--- config.mk ---
export PLATFORM = sky130hd
export DESIGN_NAME = mm_stage
export DESIGN_NICKNAME = d
export VERILOG_FILES = /design/src/rtl/control_unit_types_pkg.sv /design/src/rtl/cpu_types_pkg.sv /design/src/rtl/mm_llsc.sv /design/src/rtl/mm_stage.sv
export SDC_FILE = /design/constraint.sdc
export NUM_CORES = 1
export LEC_CHECK = 0
export CAP_MARGIN = 15
export CORE_MARGIN = 1
export CORE_UTILIZATION = 43
export CTS_CLUSTER_SIZE = 8
export DETAILED_ROUTE_END_ITERATION = 6
export PLACE_DENSITY = 0.93
export SLEW_MARGIN = 20
export SYNTH_ARGS = -nofsm -noshare
export SYNTH_HDL_FRONTEND = slang
export SYNTH_SLANG_ARGS = --single-unit
--- constraint.sdc ---
create_clock -name CLK -period 5.7 [get_ports CLK]
set_clock_uncertainty 0.1 [all_clocks]
set_input_delay 0.855 -clock CLK [delete_from_list [all_inputs] [get_ports CLK]]
set_output_delay 0.855 -clock CLK [all_outputs]
set_load 0.01 [all_outputs]
--- src/rtl/control_unit_types_pkg.sv ---
// Control encodings: writeback source select and the memory-stage FSM states.
package control_unit_types_pkg;

    typedef enum logic [1:0] {
        WB_ALU  = 2'd0,
        WB_MEM  = 2'd1,
        WB_NPC  = 2'd2,
        WB_ALU3 = 2'd3
    } memtoreg_t;

    typedef enum logic [1:0] {
        IDLE   = 2'd0,
        ACCESS = 2'd1,
        DONE   = 2'd2
    } mmstate_t;

endpackage

--- src/rtl/cpu_types_pkg.sv ---
// Basic datapath types shared across the pipeline stages.
package cpu_types_pkg;

    localparam int WORD_WIDTH = 32;
    localparam int REG_WIDTH  = 5;

    typedef logic [WORD_WIDTH-1:0] word_t;
    typedef logic [REG_WIDTH-1:0]  regbits_t;

endpackage

--- src/rtl/mm_llsc.sv ---
// Link register for LL/SC: set by a completed LL, cleared by any completed
// store to the linked word. sc_ok tells whether an SC at addr may proceed.
module mm_llsc
    import cpu_types_pkg::*;
#(
    parameter int WORD_W = WORD_WIDTH
) (
    input  logic              CLK,
    input  logic              nRST,
    input  logic              ll,
    input  logic              rd_done,
    input  logic              wr_done,
    input  logic [WORD_W-1:0] addr,
    output logic              sc_ok
);

    logic [WORD_W-1:0] linkaddr;
    logic              linkvalid;

    assign sc_ok = linkvalid & (linkaddr == addr);

    // Link register: LL completion arms it, a store to the same word disarms it.
    always_ff @(posedge CLK or negedge nRST) begin
        if (!nRST) begin
            linkaddr  <= '0;
            linkvalid <= 1'b0;
        end else if (rd_done & ll) begin
            linkaddr  <= addr;
            linkvalid <= 1'b1;
        end else if (wr_done & (linkaddr == addr)) begin
            linkvalid <= 1'b0;
        end
    end

endmodule

--- src/rtl/mm_stage.sv ---
// Memory-access stage: issues the dcache request, holds it until dhit,
// stalls upstream meanwhile, and registers the MEM/WB values.
// Optional LL/SC support is compiled in with `define MM_LLSC_EN.
module mm_stage
    import cpu_types_pkg::*;
    import control_unit_types_pkg::*;
#(
    parameter int WORD_W = WORD_WIDTH,
    parameter int REG_W  = REG_WIDTH
) (
    input  logic              CLK,
    input  logic              nRST,
    input  logic              ihit,
    input  logic              flush,
    input  logic              dRENi,
    input  logic              dWENi,
    input  logic              RegWEN,
    input  logic [1:0]        MemtoReg,
    input  logic [REG_W-1:0]  rd,
    input  logic [WORD_W-1:0] ALUOut,
    input  logic [WORD_W-1:0] store,
    input  logic [WORD_W-1:0] npc,
    input  logic              halt,
`ifdef MM_LLSC_EN
    input  logic              ll,
    input  logic              sc,
`endif
    input  logic              dhit,
    input  logic [WORD_W-1:0] dmemload,
    output logic              dmemREN,
    output logic              dmemWEN,
    output logic [WORD_W-1:0] dmemaddr,
    output logic [WORD_W-1:0] dmemstore,
    output logic              mm_busy,
    output logic              misalign,
    output logic              wb_RegWEN,
    output logic [REG_W-1:0]  wb_rd,
    output logic [WORD_W-1:0] wb_wdat,
    output logic              wb_halt,
    output logic              wb_valid
);

    mmstate_t          state, next_state;
    logic              halted;
    logic              flushed;
    logic [WORD_W-1:0] loadbuf;
    logic [WORD_W-1:0] aligned_addr;
    logic [WORD_W-1:0] wdat_sel;
    logic              wen_eff;
    logic              mem_req;
    logic              active;
    logic              advance;
    logic              kill;

    assign aligned_addr = {ALUOut[WORD_W-1:2], 2'b00};

`ifdef MM_LLSC_EN
    logic sc_ok;

    mm_llsc #(.WORD_W(WORD_W)) u_llsc (
        .CLK     (CLK),
        .nRST    (nRST),
        .ll      (ll),
        .rd_done (active & dhit & dRENi),
        .wr_done (active & dhit & wen_eff),
        .addr    (aligned_addr),
        .sc_ok   (sc_ok)
    );

    // A failing SC never reaches the cache.
    assign wen_eff = dWENi & (~sc | sc_ok);
`else
    assign wen_eff = dWENi;
`endif

    // Requests are gated by nRST so they drop the instant reset asserts,
    // even though the upstream latch may still be presenting a memory op.
    assign mem_req  = nRST & (dRENi | wen_eff) & ~halted;
    assign misalign = nRST & (dRENi | dWENi) & (ALUOut[1:0] != 2'b00);

    // Next-state logic; an access starts combinationally out of IDLE.
    always_comb begin
        // NOTE: every output of this block is assigned a default first, so no
        // path leaves it unassigned and no latch is inferred.
        next_state = state;
        active     = 1'b0;
        case (state)
            IDLE: begin
                if (mem_req & ~flush) begin
                    active     = 1'b1;
                    next_state = dhit ? (ihit ? IDLE : DONE) : ACCESS;
                end
            end
            ACCESS: begin
                active = 1'b1;
                if (dhit) next_state = ihit ? IDLE : DONE;
            end
            DONE: begin
                if (ihit) next_state = IDLE;
            end
            default: next_state = IDLE;
        endcase
    end

    assign dmemREN   = active & dRENi;
    assign dmemWEN   = active & wen_eff;
    assign dmemaddr  = active ? aligned_addr : '0;
    assign dmemstore = active ? store : '0;
    assign mm_busy   = active & ~dhit;
    assign advance   = ihit & ~mm_busy;
    assign kill      = flush | flushed;

    // Writeback data select; a same-cycle hit bypasses the load buffer.
    always_comb begin
        case (memtoreg_t'(MemtoReg))
            WB_MEM:  wdat_sel = (active & dhit) ? dmemload : loadbuf;
            WB_NPC:  wdat_sel = npc;
            default: wdat_sel = ALUOut;
        endcase
`ifdef MM_LLSC_EN
        // Only a successful SC ever reaches DONE, and the link is already
        // cleared by then, so DONE itself stands in for success.
        if (sc) wdat_sel = {{(WORD_W-1){1'b0}}, sc_ok | (state == DONE)};
`endif
    end

    // FSM state, load buffer, sticky halt and pending-flush flags.
    always_ff @(posedge CLK or negedge nRST) begin
        // NOTE: sequential state uses non-blocking assignments so every
        // register samples the pre-edge values regardless of statement order.
        if (!nRST) begin
            state   <= IDLE;
            loadbuf <= '0;
            halted  <= 1'b0;
            flushed <= 1'b0;
        end else begin
            state <= next_state;
            if (active & dhit) loadbuf <= dmemload;
            if (advance & ~kill & halt) halted <= 1'b1;
            if (advance)    flushed <= 1'b0;
            else if (flush) flushed <= 1'b1;
        end
    end

    // MEM/WB register: bubble while stalled or squashed, load on advance.
    always_ff @(posedge CLK or negedge nRST) begin
        if (!nRST) begin
            wb_RegWEN <= 1'b0;
            wb_rd     <= '0;
            wb_wdat   <= '0;
            wb_halt   <= 1'b0;
            wb_valid  <= 1'b0;
        end else if (mm_busy | (advance & kill)) begin
            wb_RegWEN <= 1'b0;
            wb_halt   <= 1'b0;
            wb_valid  <= 1'b0;
        end else if (advance) begin
            wb_RegWEN <= RegWEN;
            wb_rd     <= rd;
            wb_wdat   <= wdat_sel;
            wb_halt   <= halt;
            wb_valid  <= 1'b1;
        end
    end

endmodule

==> impl_results.md <==
* Status: completed
* Crit path max fanout at 44
* PwrDens at 249 mW/mm^2
* Final ANT Viol Nets at 0
* Crit path top cell by count: clkdlybuf4s50_1
* Diode count at 0
* WP depth at 7
* CP Cell Sequence: clkdlybuf4s50_1, nor2_1, a21oi_1, nor2_4, buf_16, and2_1, clkdlybuf4s50_1
* IO Count at 252
* Setup Viol. Count Final at 0
* Post-synthesis sequential area ratio at 40.5%
* CTS max path bufs at 2
* Area growth from synthesis to layout at 58.2%
* CTS tree: yes
* CTS sink cnt at 76
* R2r setup slk at 2.97 ns
* Most used DFF post-synth: dfrtp_1
* Via count at 5151
* Post-CTS Resized at 0
* Worst-Skew Late Latency at 0.34 ns
* Largest net degree at the start of global routing at 78
* Layout cells sized above 1 at 4.65%
* Worst R2R Start: state[1]$_DFFE_PN0P_
* Die Area at 0.0113 sq mm
* Clock-pin slew on the worst setup and hold paths at 0.07 ns
* Critical path origin: flush
* Hold Crit Class: flop to flop
* RSZ-0062 raised after global routing: false
* Async set or reset register ratio after synthesis at 100%
* CP Launch Type: input port
* Initial antenna violation count at 0
* Critical path data arrival time at 3.11 ns
* Post-DP HPWL at between 10000 and 15000 um
* Die X-Extent at 106 um
* Synth warnings at 0
* Port Buffers at 249
* Worst vdd ir at 0.148 mV
* Number of buffers added for setup after CTS at 0
* Fin. Hold Viols at 0
* Req. time, crit path at 4.74 ns
* CORE AREA at 0.0105 sq mm
* Final worst slack at 1.64 ns
* Tmin final at 4.06 ns
* Total grt overflow at 0
* Placed inst area at 0.00720 sq mm
* Total design power at 1.85 mW
* # DRC at 0
* Drt first pass iters at 5
* Final instance area at 0.00742 sq mm
* CP peak stage delay at 0.57 ns
* FP Rows at 37
* First-pass GRT wire length at 25500 um
* Max-capacitance violation count at 0
* Gpl congestion at 0.890
* Final wirelength at 16700 um
* Max Clk Rate at approximately 0.25 GHz
* Root buffer cell: clkbuf_8
* Cell variety after synth at 29
* Buffers and inverters on the worst path at 3
* Die height at approximately 110 um
* Critical path class: input port to output pin
* Slew margin rel. at 32.2%
* Initial cell density of the core at 44.9%
* Top delay family on crit path: buffers and inverters
* 1st-iter DRT viols at 324
* Final Util at 71.0%
* CTS Hold Bufs at 0
* Final setup TNS at 0 ns
* EDFF count, synth at 0
* Total CTS buffers at 9
* Static Leak at 3.18 nW
* Critical path endpoint: dmemstore[17]
* Reg2reg path depth at 6
* DP Worst Slack at around 1.3 ns
* Hold Startpoint: loadbuf[0]$_DFF_PN0_
* All-Layer GR Usage at 28.7%
* Mean post-synth cell area at 8.43 sq um
* Reg2reg end: wb_wdat[8]$_DFFE_PN0P_
* Seq cells post-synth at 76
* Final period util at a little under three quarters
* Worst-Margin Slew at 1.02 ns
* H-tree Lvls at 3
* Vias per cell at ~5.7
* Slowest cell on crit path: clkdlybuf4s50_1
* Critical path endpoint category: output pin
* Layout Nets at 916
* Post-Syn Instances at about 560
* Vias in the first global route at 5007
* Avg WL per Cell at 18.4 um
* Pins Over Slew Limit at 0
* Netlist Area Pre-Place at between 0.004 and 0.005 sq mm
## how the worst min path moves through the flow
stage / to / slack [ns] / cells after the start
after global routing: loadbuf[24]$_DFF_PN0_ / 0.40 / 2
after detailed placement: loadbuf[0]$_DFF_PN0_ / 0.36 / 2
after global placement: loadbuf[24]$_DFF_PN0_ / 0.36 / 2
final: loadbuf[0]$_DFF_PN0_ / 0.38 / 2
after CTS: loadbuf[0]$_DFF_PN0_ / 0.38 / 2
after floorplan: loadbuf[17]$_DFF_PN0_ / 0.35 / 2
## kinds of logic (layout without fill, tap and decap cells)
family                     after synthesis  count (layout)  share of synthesized area (%)
DFF                                     76              76                           40.5
and+or+nand+nor                        271             271                           28.5
muxes                                    5               5                           1.20
AOI/OAI and AO/OA                      141             141                           23.4
adders and majority gates                2               2                          0.533
buffers and inverters                   61             278                           5.84
other                                    1               2                         0.0799
## layer usage
layer / GRT usage (%) / part of all wire (%) / vias up
met5: 0 / 0 / -
met2: 53.3 / 53 / 301
li1: - / - / 2373
met1: 32.8 / 37 / 2435
met4: 12.2 / 3.3 / 0
met3: 3.80 / 7.3 / 42
## worst min-delay path, cell delays in order, from the launching register on
cell and delay [ns]:
dfrtp_1 0.34, nand2_1 0.05, nand2_1 0.06
## registers in the layout, summed over array words and instances, names as in the netlist
register / cells
state: 2
wb_wdat: 32
wb_rd: 5
halted: 1
flushed: 1
wb_valid: 1
wb_halt: 1
wb_RegWEN: 1
loadbuf: 32
## report_power, final
group | total (mW) | internal [mW] | switching (mW)
sequential | 0.825 | 0.719 | 0.106
combinational | 0.664 | 0.365 | 0.299
clock | 0.361 | 0.170 | 0.191
total | 1.85 | 1.25 | 0.597
## cell usage after synthesis, types with 5 or more instances
master	n	area, sq um
and2_1	65	407
dfrtp_1	76	1900
o31ai_1	32	240
buf_2	9	45.0
a211oi_1	32	240
mux2_2	5	56.3
nand3_1	32	160
a21o_1	34	255
nand2_1	133	499
a311oi_1	32	280
nor2b_1	32	200
clkbuf_1	42	158
## per-stage QoR
stage | std cells | hold slack [ns]
CTS | 909 | 0.381
global placement | 893 | 0.357
finish | 911 | 0.379
global route | 911 | 0.404
detailed placement | 893 | 0.363
floorplan | 558 | 0.346
## final cells by class
class	count	area, sq um
clock buffer	14	153
clock inverter	2	10.0
fill	785	3040
inverter	4	15.0
multi-input combinational	421	2580
sequential	76	1900
tap	136	170
timing repair buffer	258	2600
## cells in the final DEF, fill, tap and decap left out, drive strengths merged
cell,netlist,routed
nor4b,1,1
nand3,32,32
inv,4,4
mux2,5,5
a21oi,3,3
nor3b,1,1
nand2,133,133
o2bb2ai,2,2
a21o,34,34
dfrtp,76,76
a211oi,32,32
and3b,1,1
nor2b,32,32
o22a,1,1
o21ai,3,3
ha,2,2
o311ai,1,1
o21a,1,1
clkinv,0,2
o31ai,32,32
nor3,2,2
buf,15,10
conb,1,2
clkdlybuf4s50,0,248
clkbuf,42,14
a311oi,32,32
nor2,4,4
and2,65,65
Power figures use the tool's default switching activity.
